<file path="config.mk">
export PLATFORM = sky130hd
export DESIGN_NAME = change_dispenser
export DESIGN_NICKNAME = d
export VERILOG_FILES = /design/src/rtl/change_dispenser.sv
export SDC_FILE = /design/constraint.sdc
export NUM_CORES = 1
export LEC_CHECK = 0
export BUFFER_PORTS_ARGS = -buffer_cell sky130_fd_sc_hd__buf_2
export CAP_MARGIN = 20
export CORE_MARGIN = 3
export CORE_UTILIZATION = 55
export DETAILED_ROUTE_END_ITERATION = 6
export PLACE_DENSITY = 0.79
export SYNTH_ARGS = -nofsm -noshare
export SYNTH_HDL_FRONTEND = slang
export SYNTH_SLANG_ARGS = --single-unit
</file>
<file path="constraint.sdc">
create_clock -name clk -period 5.02 [get_ports clk]
set_input_delay 1.255 -clock clk [delete_from_list [all_inputs] [get_ports clk]]
set_output_delay 1.255 -clock clk [all_outputs]
set_load 0.02 [all_outputs]
</file>
<file path="src/rtl/change_dispenser.sv">
// change_dispenser: pays out an owed balance (in nickels) as dimes and nickels,
// one coin at a time, each confirmed by a coin-drop sensor with a timeout.
module change_dispenser #(
    parameter int BAL_W   = 6,
    parameter int TIMEOUT = 16
) (
    input  logic             clk,
    input  logic             reset,
    input  logic             i_10c,
    input  logic             i_20c,
    input  logic             hop10_empty,
    input  logic             hop5_empty,
    input  logic             coin_drop,
    input  logic             clr_err,
    output logic             hop10_req,
    output logic             hop5_req,
    output logic             busy,
    output logic             o_err,
    output logic             o_ovf,
    output logic [BAL_W-1:0] owed
);

    // One extra bit holds owed plus the largest single-cycle credit (6 nickels).
    localparam int AW    = BAL_W + 1;
    localparam int TMR_W = (TIMEOUT > 1) ? $clog2(TIMEOUT) : 1;

    localparam logic [TMR_W-1:0] TMR_LAST = TMR_W'(TIMEOUT - 1);
    localparam logic [AW-1:0]    BAL_MAX  = AW'((1 << BAL_W) - 1);

    typedef enum logic [2:0] {
        S_IDLE,
        S_SEL,
        S_WAIT,
        S_GAP,
        S_ERR
    } state_t;

    typedef enum logic {
        COIN_NICKEL = 1'b0,
        COIN_DIME   = 1'b1
    } coin_t;

    state_t           state;
    coin_t            sel;
    logic [TMR_W-1:0] timer;

    logic [AW-1:0] add;
    logic [AW-1:0] dec;
    logic [AW-1:0] sum;
    logic [AW-1:0] nxt;

    // Clamp a widened balance back into the register range.
    function automatic logic [BAL_W-1:0] sat_bal(input logic [AW-1:0] v);
        if (v > BAL_MAX) begin
            return BAL_MAX[BAL_W-1:0];
        end
        return v[BAL_W-1:0];
    endfunction

    // True when a widened balance does not fit and will be clamped.
    function automatic logic bal_over(input logic [AW-1:0] v);
        return v > BAL_MAX;
    endfunction

    // Next balance: credits from the vending side minus a coin confirmed in WAIT.
    always_comb begin
        add = '0;
        dec = '0;
        if (i_10c) begin
            add = add + AW'(2);
        end
        if (i_20c) begin
            add = add + AW'(4);
        end
        if ((state == S_WAIT) && coin_drop) begin
            dec = (sel == COIN_DIME) ? AW'(2) : AW'(1);
        end
        sum = {1'b0, owed} + add;
        // A confirmed coin never exceeds the balance that selected it; guard anyway.
        nxt = (sum >= dec) ? (sum - dec) : '0;
    end

    // Balance register and sticky overflow flag.
    always_ff @(posedge clk or negedge reset) begin
        if (!reset) begin
            owed  <= '0;
            o_ovf <= 1'b0;
        end else begin
            owed <= sat_bal(nxt);
            if (bal_over(nxt)) begin
                o_ovf <= 1'b1;
            end else if (clr_err) begin
                o_ovf <= 1'b0;
            end
        end
    end

    // Payout sequencer: choose a coin, hold its request until drop or timeout.
    always_ff @(posedge clk or negedge reset) begin
        if (!reset) begin
            state <= S_IDLE;
            sel   <= COIN_NICKEL;
            timer <= '0;
        end else begin
            case (state)
                S_IDLE: begin
                    if (owed != '0) begin
                        state <= S_SEL;
                    end
                end
                S_SEL: begin
                    timer <= '0;
                    if ((owed >= BAL_W'(2)) && !hop10_empty) begin
                        sel   <= COIN_DIME;
                        state <= S_WAIT;
                    end else if (!hop5_empty) begin
                        sel   <= COIN_NICKEL;
                        state <= S_WAIT;
                    end else begin
                        state <= S_ERR;
                    end
                end
                S_WAIT: begin
                    if (coin_drop) begin
                        state <= S_GAP;
                    end else if (timer == TMR_LAST) begin
                        state <= S_ERR;
                    end else begin
                        timer <= timer + TMR_W'(1);
                    end
                end
                S_GAP: begin
                    state <= S_IDLE;
                end
                S_ERR: begin
                    if (clr_err) begin
                        state <= S_IDLE;
                    end
                end
                default: begin
                    state <= S_IDLE;
                end
            endcase
        end
    end

    // Moore outputs decoded purely from registered state and coin choice.
    assign hop10_req = (state == S_WAIT) && (sel == COIN_DIME);
    assign hop5_req  = (state == S_WAIT) && (sel == COIN_NICKEL);
    assign o_err     = (state == S_ERR);
    assign busy      = (state != S_IDLE) || (owed != '0);

endmodule
</file>
==> results of run 1 <==
worst max-delay path, stage by stage:
cell     delay [ns]
buf_2          0.14
nand3_1        0.10
nor2_1         0.16
ha_1           0.16
inv_1          0.05
fa_1           0.51
nor3b_2        0.23
or2_1          0.19
o21ai_1        0.07
a211o_1        0.29
a21oi_1        0.13
metrics by stage:
stage / util (%) / worst slack [ns] / total power [mW] / hold slack, ns
floorplan: - / 1.97 / 0.561 / 0.473
global placement: 65.2 / 1.66 / 0.654 / 0.478
detailed placement: 65.2 / 1.61 / 0.670 / 0.478
CTS: 66.7 / 1.93 / 0.745 / 0.507
global route: 66.7 / 1.75 / 0.812 / 0.521
finish: 66.7 / 1.93 / 0.743 / 0.503
layer usage:
layer  track usage [%]  vias to the layer above
li1                  -                      458
met1              27.4                      443
met2              32.4                       25
met3              3.63                        5
met4              9.68                        0
met5                 0                        -
cell type report:
cell class                 count  area (um^2)
clock buffer                   3         22.5
clock inverter                 1         5.00
fill                         157          587
inverter                       6         22.5
multi-input combinational     94          631
sequential                    15          375
tap                           25         31.3
timing repair buffer          18         90.1
synthesized netlist by cell type (2+ instances only):
library cell  instances  area [um^2]
o21ai_1               2         10.0
nor3_1                2         10.0
fa_1                  2         40.0
nand4_1               4         25.0
and3_1                2         12.5
nor3b_1               2         15.0
inv_1                 6         22.5
o211ai_1              3         22.5
nor2_1               14         52.6
nand2_1               9         33.8
xor2_1                4         35.0
nand3_1               7         35.0
o2bb2ai_1             2         17.5
nand2b_1              2         12.5
buf_2                 2         10.0
dfrtp_1              15          375
o21ai_0               5         25.0
ha_1                  6         75.1
nor2b_1               2         12.5
a21oi_1               9         45.0
sequential cells by signal, indices dropped and copies added, names as in the netlist:
register and count:
o_ovf 1, owed 6, sel 1, state 3, timer 4
power by group:
part	switching, mW	total, mW	internal (mW)
logic	0.249	0.422	0.172
registers	0.0733	0.248	0.174
clock network	0.0443	0.0741	0.0297
final timing paths:
check	slack [ns]	from	end
worst max register to register	2.30	state[2]	owed[4]
min in group asynchronous	0.84	reset	state[0]
worst max-delay path	1.93	coin_drop	owed[4]
max in group asynchronous	3.92	reset	owed[5]
worst min register to register	0.50	o_ovf	o_ovf
worst min-delay path	0.50	o_ovf	o_ovf
cells by family (layout without fill, tap and decap cells):
| logic type | count (synthesis) | after routing | share of synthesized area [%] |
|---|---|---|---|
| xor+xnor | 5 | 5 | 4.19 |
| mux | 1 | 1 | 0.957 |
| simple gates | 53 | 53 | 28.0 |
| flops | 15 | 15 | 35.9 |
| compound gates | 27 | 27 | 16.1 |
| fa+ha+maj | 8 | 8 | 11.0 |
| buf+inv | 9 | 28 | 3.83 |
==> impl_results.html, run 1 <==
<table>
<tr><th>Metric</th><th>Value</th></tr>
<tr><th colspan="2">Floorplanning</th></tr>
<tr><td>Initial Util</td><td>between 50% and 60%</td></tr>
<tr><td>Chip width</td><td>49.6 um</td></tr>
<tr><td>Die boundary height</td><td>~50 um</td></tr>
<tr><td>Ports placed on the boundary</td><td>19</td></tr>
<tr><td>Core Footprint</td><td>between 1500 and 2000 um^2</td></tr>
<tr><td>Die area</td><td>2460 um^2</td></tr>
<tr><td>Site row count</td><td>15</td></tr>
<tr><th colspan="2">Status</th></tr>
<tr><td>Outcome</td><td>finished clean</td></tr>
<tr><th colspan="2">Placement</th></tr>
<tr><td>HPWL reported at the end of detailed placement</td><td>1790 um</td></tr>
<tr><td>Placed inst area</td><td>approximately 1100 um^2</td></tr>
<tr><td>PortBufs</td><td>18</td></tr>
<tr><td>RePlAce Congestion</td><td>roughly 0.93</td></tr>
<tr><td>Number of cells in the design after placement</td><td>about 160</td></tr>
<tr><th colspan="2">Critical path</th></tr>
<tr><td>Signal arrival time at the worst endpoint</td><td>roughly 3.3 ns</td></tr>
<tr><td>Peak fanout along the critical path</td><td>5</td></tr>
<tr><td>Reg2reg path depth</td><td>11</td></tr>
<tr><td>Critical Path Sink Type</td><td>register</td></tr>
<tr><td>CP Launch Type</td><td>input port</td></tr>
<tr><td>Category of the critical setup timing path</td><td>input port to register</td></tr>
<tr><td>Data required time at the worst endpoint</td><td>around 5.3 ns</td></tr>
<tr><th colspan="2">Final layout</th></tr>
<tr><td>Finished Layout Cells</td><td>~160</td></tr>
<tr><td>Top library cells by usage in the layout, fill and taps aside</td><td>buf_2, dfrtp_1, nor2_1</td></tr>
<tr><td>Post-layout net count</td><td>154</td></tr>
<tr><td>ANT cells</td><td>0</td></tr>
<tr><td>Share of post-route cells with drive strength above 1</td><td>a little under a fifth</td></tr>
<tr><td>Post-layout instance area</td><td>roughly 1200 um^2</td></tr>
<tr><td>Synth-to-Final Area Change</td><td>12.6%</td></tr>
<tr><td>Most frequent standard cell in the layout excluding fill and tap cells</td><td>buf_2</td></tr>
<tr><th colspan="2">Synth</th></tr>
<tr><td>Ys Warns</td><td>0</td></tr>
<tr><td>Count of state elements after synthesis</td><td>15</td></tr>
<tr><td>Portion of the post-synthesis area used by sequential elements</td><td>between 30% and 40%</td></tr>
<tr><td>Average size of a mapped cell</td><td>~8.9 um^2</td></tr>
<tr><td>Async set-or-reset flop fraction in the synthesized netlist</td><td>100%</td></tr>
<tr><td>Number of cells produced by synthesis</td><td>118</td></tr>
<tr><td>Post-synth design cell area</td><td>around 1000 um^2</td></tr>
<tr><td>Number of enable flip-flop cells after synthesis</td><td>0</td></tr>
<tr><td>Post-synth top flop</td><td>dfrtp_1</td></tr>
<tr><td>Synthesized Nets</td><td>approximately 130</td></tr>
<tr><td>Cell variety after synth</td><td>38</td></tr>
<tr><th colspan="2">Timing</th></tr>
<tr><td>Setup_tns</td><td>0 ns</td></tr>
<tr><td>Setup repair after global routing missed its margin</td><td>no</td></tr>
<tr><td>Max-slew violation count</td><td>0</td></tr>
<tr><td>Relative slew margins</td><td>roughly 68%</td></tr>
<tr><td>Highest clock rate</td><td>~0.32 GHz</td></tr>
<tr><td>Endpoints failing hold</td><td>0</td></tr>
<tr><td>Final worst path period need</td><td>3.09 ns</td></tr>
<tr><td>Total setup violations reported at the end of the flow</td><td>0</td></tr>
<tr><td>Worst Max-Slew Pin Slew</td><td>slightly below 0.5 ns</td></tr>
<tr><td>Portion of the clock cycle consumed by the worst path in the final layout</td><td>approximately three fifths</td></tr>
<tr><td>Final setup skew</td><td>0.00256 ns</td></tr>
<tr><th colspan="2">GRT</th></tr>
<tr><td>Antenna violations before repair</td><td>0</td></tr>
<tr><td>Largest net degree at the start of global routing</td><td>16</td></tr>
<tr><td>Total track usage</td><td>between 20% and 30%</td></tr>
<tr><td>First-pass GRT wire length</td><td>~3900 um</td></tr>
<tr><td>Number of global-route vias before repair</td><td>921</td></tr>
<tr><td>Total grt overflow</td><td>0</td></tr>
<tr><th colspan="2">Clock tree</th></tr>
<tr><td>Number of buffers inserted during clock tree synthesis</td><td>3</td></tr>
<tr><td>Post-CTS Resized</td><td>0</td></tr>
<tr><td>Post-CTS Repair Setup Buffers</td><td>0</td></tr>
<tr><td>Max Buffers Root-to-Sink</td><td>2</td></tr>
<tr><td>H-Tree Level Count</td><td>1</td></tr>
<tr><td>Clock slew at the register clock pins of the worst setup and hold paths</td><td>roughly 0.1 ns</td></tr>
<tr><td>Clk sink count</td><td>15</td></tr>
<tr><td>Hold Buf Count CTS</td><td>0</td></tr>
<tr><td>TritonCTS clock tree</td><td>yes</td></tr>
<tr><td>Clock insertion delay at the later pin of the skew report</td><td>around 0.30 ns</td></tr>
<tr><td>Clock root buffer</td><td>clkbuf_4</td></tr>
<tr><th colspan="2">Power</th></tr>
<tr><td>Power per cell area</td><td>631 nW/um^2</td></tr>
<tr><td>Pleak</td><td>roughly 0.53 nW</td></tr>
<tr><td>Worst supply voltage drop on vdd</td><td>about 360 uV</td></tr>
<tr><th colspan="2">Routing</th></tr>
<tr><td>Via density per instance</td><td>5.75</td></tr>
<tr><td>Drt pass-1 iters</td><td>4</td></tr>
<tr><td>DRC viols</td><td>0</td></tr>
<tr><td>Average routed wire per standard cell</td><td>13.8 um</td></tr>
<tr><td>DR top layer</td><td>met4</td></tr>
<tr><td>Met2 WL</td><td>roughly 1000 um</td></tr>
<tr><td>Met3 routed wirelength</td><td>between 100 and 150 um</td></tr>
<tr><td>Via total after detailed routing</td><td>approximately 930</td></tr>
<tr><td>Violation count after the first detailed-routing iteration</td><td>16</td></tr>
<tr><td>Met1 layer wirelength in the final routing</td><td>approximately 1100 um</td></tr>
<tr><td>Final WL</td><td>2240 um</td></tr>
<tr><td>Number of routed nets with antenna violations</td><td>0</td></tr>
<tr><th colspan="2">Job</th></tr>
<tr><td>Number of maximum-capacitance violations</td><td>0</td></tr>
<tr><th colspan="2">Hold path</th></tr>
<tr><td>Class of the most critical hold timing path</td><td>register to register</td></tr>
<tr><td>Cell depth of the worst min-delay path</td><td>1</td></tr>
</table>
(Power assumes the default switching activity.)
==> run 2: changes to the inputs <==
Settings changed: CORE_UTILIZATION 55 to 49, PLACE_DENSITY 0.79 to 0.74.
Clock period 5.02 ns to 2.7 ns, I/O delays scaled along.
==> run 2 against run 1 <==
  * Count of clock-buffer cells in the layout rose by 1
  * Register-to-register slack got worse by 2.1 ns
  * Via count rose by 4.9%
  * Highest routed layer unchanged
  * Sequential power rose by 82%
==> impl_results.html, run 2 (synthesis gave the netlist of run 1 again) <==
<table>
<tr><th>Metric</th><th>Value</th></tr>
<tr><th colspan="2">Power</th></tr>
<tr><td>Worst supply voltage drop on vdd</td><td>607 uV (+68%)</td></tr>
<tr><td>Power Total</td><td>1.48 mW (+99%)</td></tr>
<tr><td>Power per cell area</td><td>1150 nW/um^2 (+83%)</td></tr>
<tr><td>Pleak</td><td>0.594 nW (+11%)</td></tr>
<tr><th colspan="2">Timing</th></tr>
<tr><td>Highest clock rate</td><td>0.394 GHz</td></tr>
<tr><td>Setup_tns</td><td>0 ns (unchanged)</td></tr>
<tr><td>Portion of the clock cycle consumed by the worst path in the final layout</td><td>94.0%</td></tr>
<tr><td>Final worst path period need</td><td>2.54 ns</td></tr>
<tr><td>Final setup skew</td><td>0.0126 ns (+0.00999 ns)</td></tr>
<tr><td>Setup repair after global routing missed its margin</td><td>no</td></tr>
<tr><td>Endpoints failing hold</td><td>0 (unchanged)</td></tr>
<tr><td>Total setup violations reported at the end of the flow</td><td>0 (unchanged)</td></tr>
<tr><td>Max-slew violation count</td><td>0 (unchanged)</td></tr>
<tr><td>Worst Max-Slew Pin Slew</td><td>0.464 ns (-0.0166 ns)</td></tr>
<tr><td>Relative slew margins</td><td>69.0% (+1.1 points)</td></tr>
<tr><th colspan="2">GRT</th></tr>
<tr><td>Met1 global-route usage</td><td>28.2% (+0.82 points)</td></tr>
<tr><td>First-pass GRT wire length</td><td>3750 um (-4.2%)</td></tr>
<tr><td>Antenna violations before repair</td><td>0 (unchanged)</td></tr>
<tr><td>Largest net degree at the start of global routing</td><td>16 (unchanged)</td></tr>
<tr><td>Global Route met2 Usage</td><td>27.0% (-5.4 points)</td></tr>
<tr><td>Total track usage</td><td>18.6% (-2.0 points)</td></tr>
<tr><td>Highest-utilization routing layer at the global route stage</td><td>met1</td></tr>
<tr><td>Total grt overflow</td><td>0 (unchanged)</td></tr>
<tr><td>Number of global-route vias before repair</td><td>840 (-8.8%)</td></tr>
<tr><td>Met3 layer usage reported by global route</td><td>3.42% (-0.21 points)</td></tr>
<tr><th colspan="2">Routing</th></tr>
<tr><td>Drt pass-1 iters</td><td>4 (unchanged)</td></tr>
<tr><td>Average routed wire per standard cell</td><td>13.5 um (-2.6%)</td></tr>
<tr><td>DRC viols</td><td>0 (unchanged)</td></tr>
<tr><td>Number of routed nets with antenna violations</td><td>0 (unchanged)</td></tr>
<tr><td>Via total after detailed routing</td><td>977 (+4.9%)</td></tr>
<tr><td>Final WL</td><td>2370 um (+5.8%)</td></tr>
<tr><td>Violation count after the first detailed-routing iteration</td><td>18 (+2)</td></tr>
<tr><td>Via density per instance</td><td>5.55 (-3.4%)</td></tr>
<tr><th colspan="2">Clock tree</th></tr>
<tr><td>Number of buffers inserted during clock tree synthesis</td><td>3 (unchanged)</td></tr>
<tr><td>H-Tree Level Count</td><td>1 (unchanged)</td></tr>
<tr><td>Clock root buffer</td><td>clkbuf_4</td></tr>
<tr><td>Max Buffers Root-to-Sink</td><td>2 (unchanged)</td></tr>
<tr><td>TritonCTS clock tree</td><td>yes</td></tr>
<tr><td>Hold Buf Count CTS</td><td>0 (unchanged)</td></tr>
<tr><td>Clk sink count</td><td>15 (unchanged)</td></tr>
<tr><td>Clock slew at the register clock pins of the worst setup and hold paths</td><td>0.09 ns (about the same)</td></tr>
<tr><td>Clock insertion delay at the later pin of the skew report</td><td>0.29 ns (about the same)</td></tr>
<tr><th colspan="2">Final layout</th></tr>
<tr><td>Area of the multi-input gates</td><td>642 um^2 (+1.8%)</td></tr>
<tr><td>Number of flip-flops under the largest register name</td><td>6 (unchanged)</td></tr>
<tr><td>Area of all sequential standard cells</td><td>375 um^2 (unchanged)</td></tr>
<tr><td># fillers</td><td>174 (+11%)</td></tr>
<tr><td>Post-layout instance area</td><td>1280 um^2 (+8.7%)</td></tr>
<tr><td>Regs by FF count</td><td>owed x6, timer x4, state x3</td></tr>
<tr><td>Top library cells by usage in the layout, fill and taps aside</td><td>buf_2, dfrtp_1, nor2_1</td></tr>
<tr><td>ANT cells</td><td>0 (unchanged)</td></tr>
<tr><td>Most frequent standard cell in the layout excluding fill and tap cells</td><td>buf_2</td></tr>
<tr><td>Post-layout net count</td><td>166 (+7.8%)</td></tr>
<tr><td>Share of post-route cells with drive strength above 1</td><td>26.2% (+7.9 points)</td></tr>
<tr><td>Register bank with the most flops</td><td>owed</td></tr>
<tr><td>Synth-to-Final Area Change</td><td>22.4%</td></tr>
<tr><th colspan="2">Critical path</th></tr>
<tr><td>Source of the worst register-to-register timing path</td><td>state[0]</td></tr>
<tr><td>Cell with the biggest individual delay on the critical path</td><td>dfrtp_1</td></tr>
<tr><td>Data required time at the worst endpoint</td><td>2.90 ns (-2.35 ns)</td></tr>
<tr><td>Launch point of the critical path</td><td>state[0]</td></tr>
<tr><td>Critical path's largest stage delay</td><td>0.46 ns (-0.05 ns)</td></tr>
<tr><td>Series of cell instances along the critical path</td><td>nor2_2 -&gt; nand3_1 -&gt; nor2_1 -&gt; ha_1 -&gt; inv_1 -&gt; fa_1 -&gt; nor3b_2 -&gt; buf_4 -&gt; nand4_1 -&gt; o211ai_1 -&gt; o21ai_0 -&gt; mux2i_1</td></tr>
<tr><td>Critical Path Sink Type</td><td>register</td></tr>
<tr><td>Signal arrival time at the worst endpoint</td><td>2.74 ns (-0.57 ns)</td></tr>
<tr><td>CP Launch Type</td><td>register</td></tr>
<tr><td>Category of the critical setup timing path</td><td>register to register</td></tr>
<tr><td>Flop2flop setup slack</td><td>0.16 ns (-2.14 ns)</td></tr>
<tr><td>Peak fanout along the critical path</td><td>6 (+1)</td></tr>
<tr><th colspan="2">Placement</th></tr>
<tr><td>Placed inst area</td><td>1230 um^2 (+7.4%)</td></tr>
<tr><td>RePlAce Congestion</td><td>0.874 (-6.3%)</td></tr>
<tr><td>HPWL reported at the end of detailed placement</td><td>1890 um (+5.8%)</td></tr>
<tr><td>PortBufs</td><td>18 (unchanged)</td></tr>
<tr><th colspan="2">Floorplanning</th></tr>
<tr><td>Die area</td><td>2720 um^2 (+11%)</td></tr>
<tr><td>Ports placed on the boundary</td><td>19 (unchanged)</td></tr>
<tr><td>Initial Util</td><td>52.8% (-6.5 points)</td></tr>
<tr><td>Core Footprint</td><td>1980 um^2 (+12%)</td></tr>
<tr><td>Die boundary height</td><td>52.2 um (+5.2%)</td></tr>
<tr><td>Site row count</td><td>16 (+1)</td></tr>
<tr><td>Chip width</td><td>52.2 um (+5.2%)</td></tr>
<tr><th colspan="2">Hold path</th></tr>
<tr><td>Class of the most critical hold timing path</td><td>input port to async pin</td></tr>
<tr><th colspan="2">Status</th></tr>
<tr><td>Outcome</td><td>finished clean</td></tr>
<tr><th colspan="2">Job</th></tr>
<tr><td>Number of maximum-capacitance violations</td><td>0 (unchanged)</td></tr>
</table>
[run 2: cell types whose count changed in the layout (fill, tap and decap cells not counted), sizes merged]
cell    before  now
buf         18   30
clkbuf       3    4
clkinv       1    0
[run 2: path summary, 6_finish.rpt]
kind | endpoint | depth (start not counted)
setup / recovery | owed[5] | 12
hold / removal | sel | 1
setup reg to reg | owed[5] | 12
hold reg to reg | o_ovf | 1
max in group asynchronous | owed[5] | 1
min in group clk | o_ovf | 1
[run 2: report_power, final]
part	internal, mW	switching (mW)	leakage (nW)
clock network	0.0573	0.0700	0.0150
registers	0.325	0.127	0.187
logic	0.393	0.505	0.392
[run 2: layer usage]
| metal | part of all wire, % | vias to the layer above |
|---|---|---|
| met5 | 0 | - |
| met4 | 0.88 | 0 |
| met3 | 3.8 | 4 |
| met2 | 47 | 18 |
| met1 | 49 | 466 |
| li1 | - | 489 |
[run 2: worst max-delay path, delay by kind of cell, from the launching register on]
family / cells / cell delay (ns)
adder cells (fa/ha/maj): 2 / 0.62
AO/OA/AOI/OAI: 2 / 0.32
buffers and inverters: 2 / 0.20
AND/OR/NAND/NOR: 5 / 0.70
flip-flops: 1 / 0.46
multiplexers: 1 / 0.13
[run 2: cell type report]
type | instances | share of cell area, %
tap | 27 | 2.64
clock buffer | 4 | 2.05
sequential | 15 | 29.3
timing repair buffer | 30 | 14.1
inverter | 6 | 1.76
multi-input combinational | 94 | 50.1
[run 2: what timing repair did]
item,4_1_cts,5_1_grt
resized for setup,0,3
endpoints found under the setup margin,0,3
setup buffers,0,1
[run 2: stage by stage]
stage                     setup slack (ns)  hold slack (ns)  std cells  utilization (%)
after CTS                            0.170            0.278        175             63.6
final                                0.161            0.270        176             64.6
after global routing               0.00489            0.291        176             64.6
after detailed placement            0.0528            0.486        171             62.3
after floorplan                      0.234            0.379        118                -
after global placement              0.0862            0.470        171             62.3
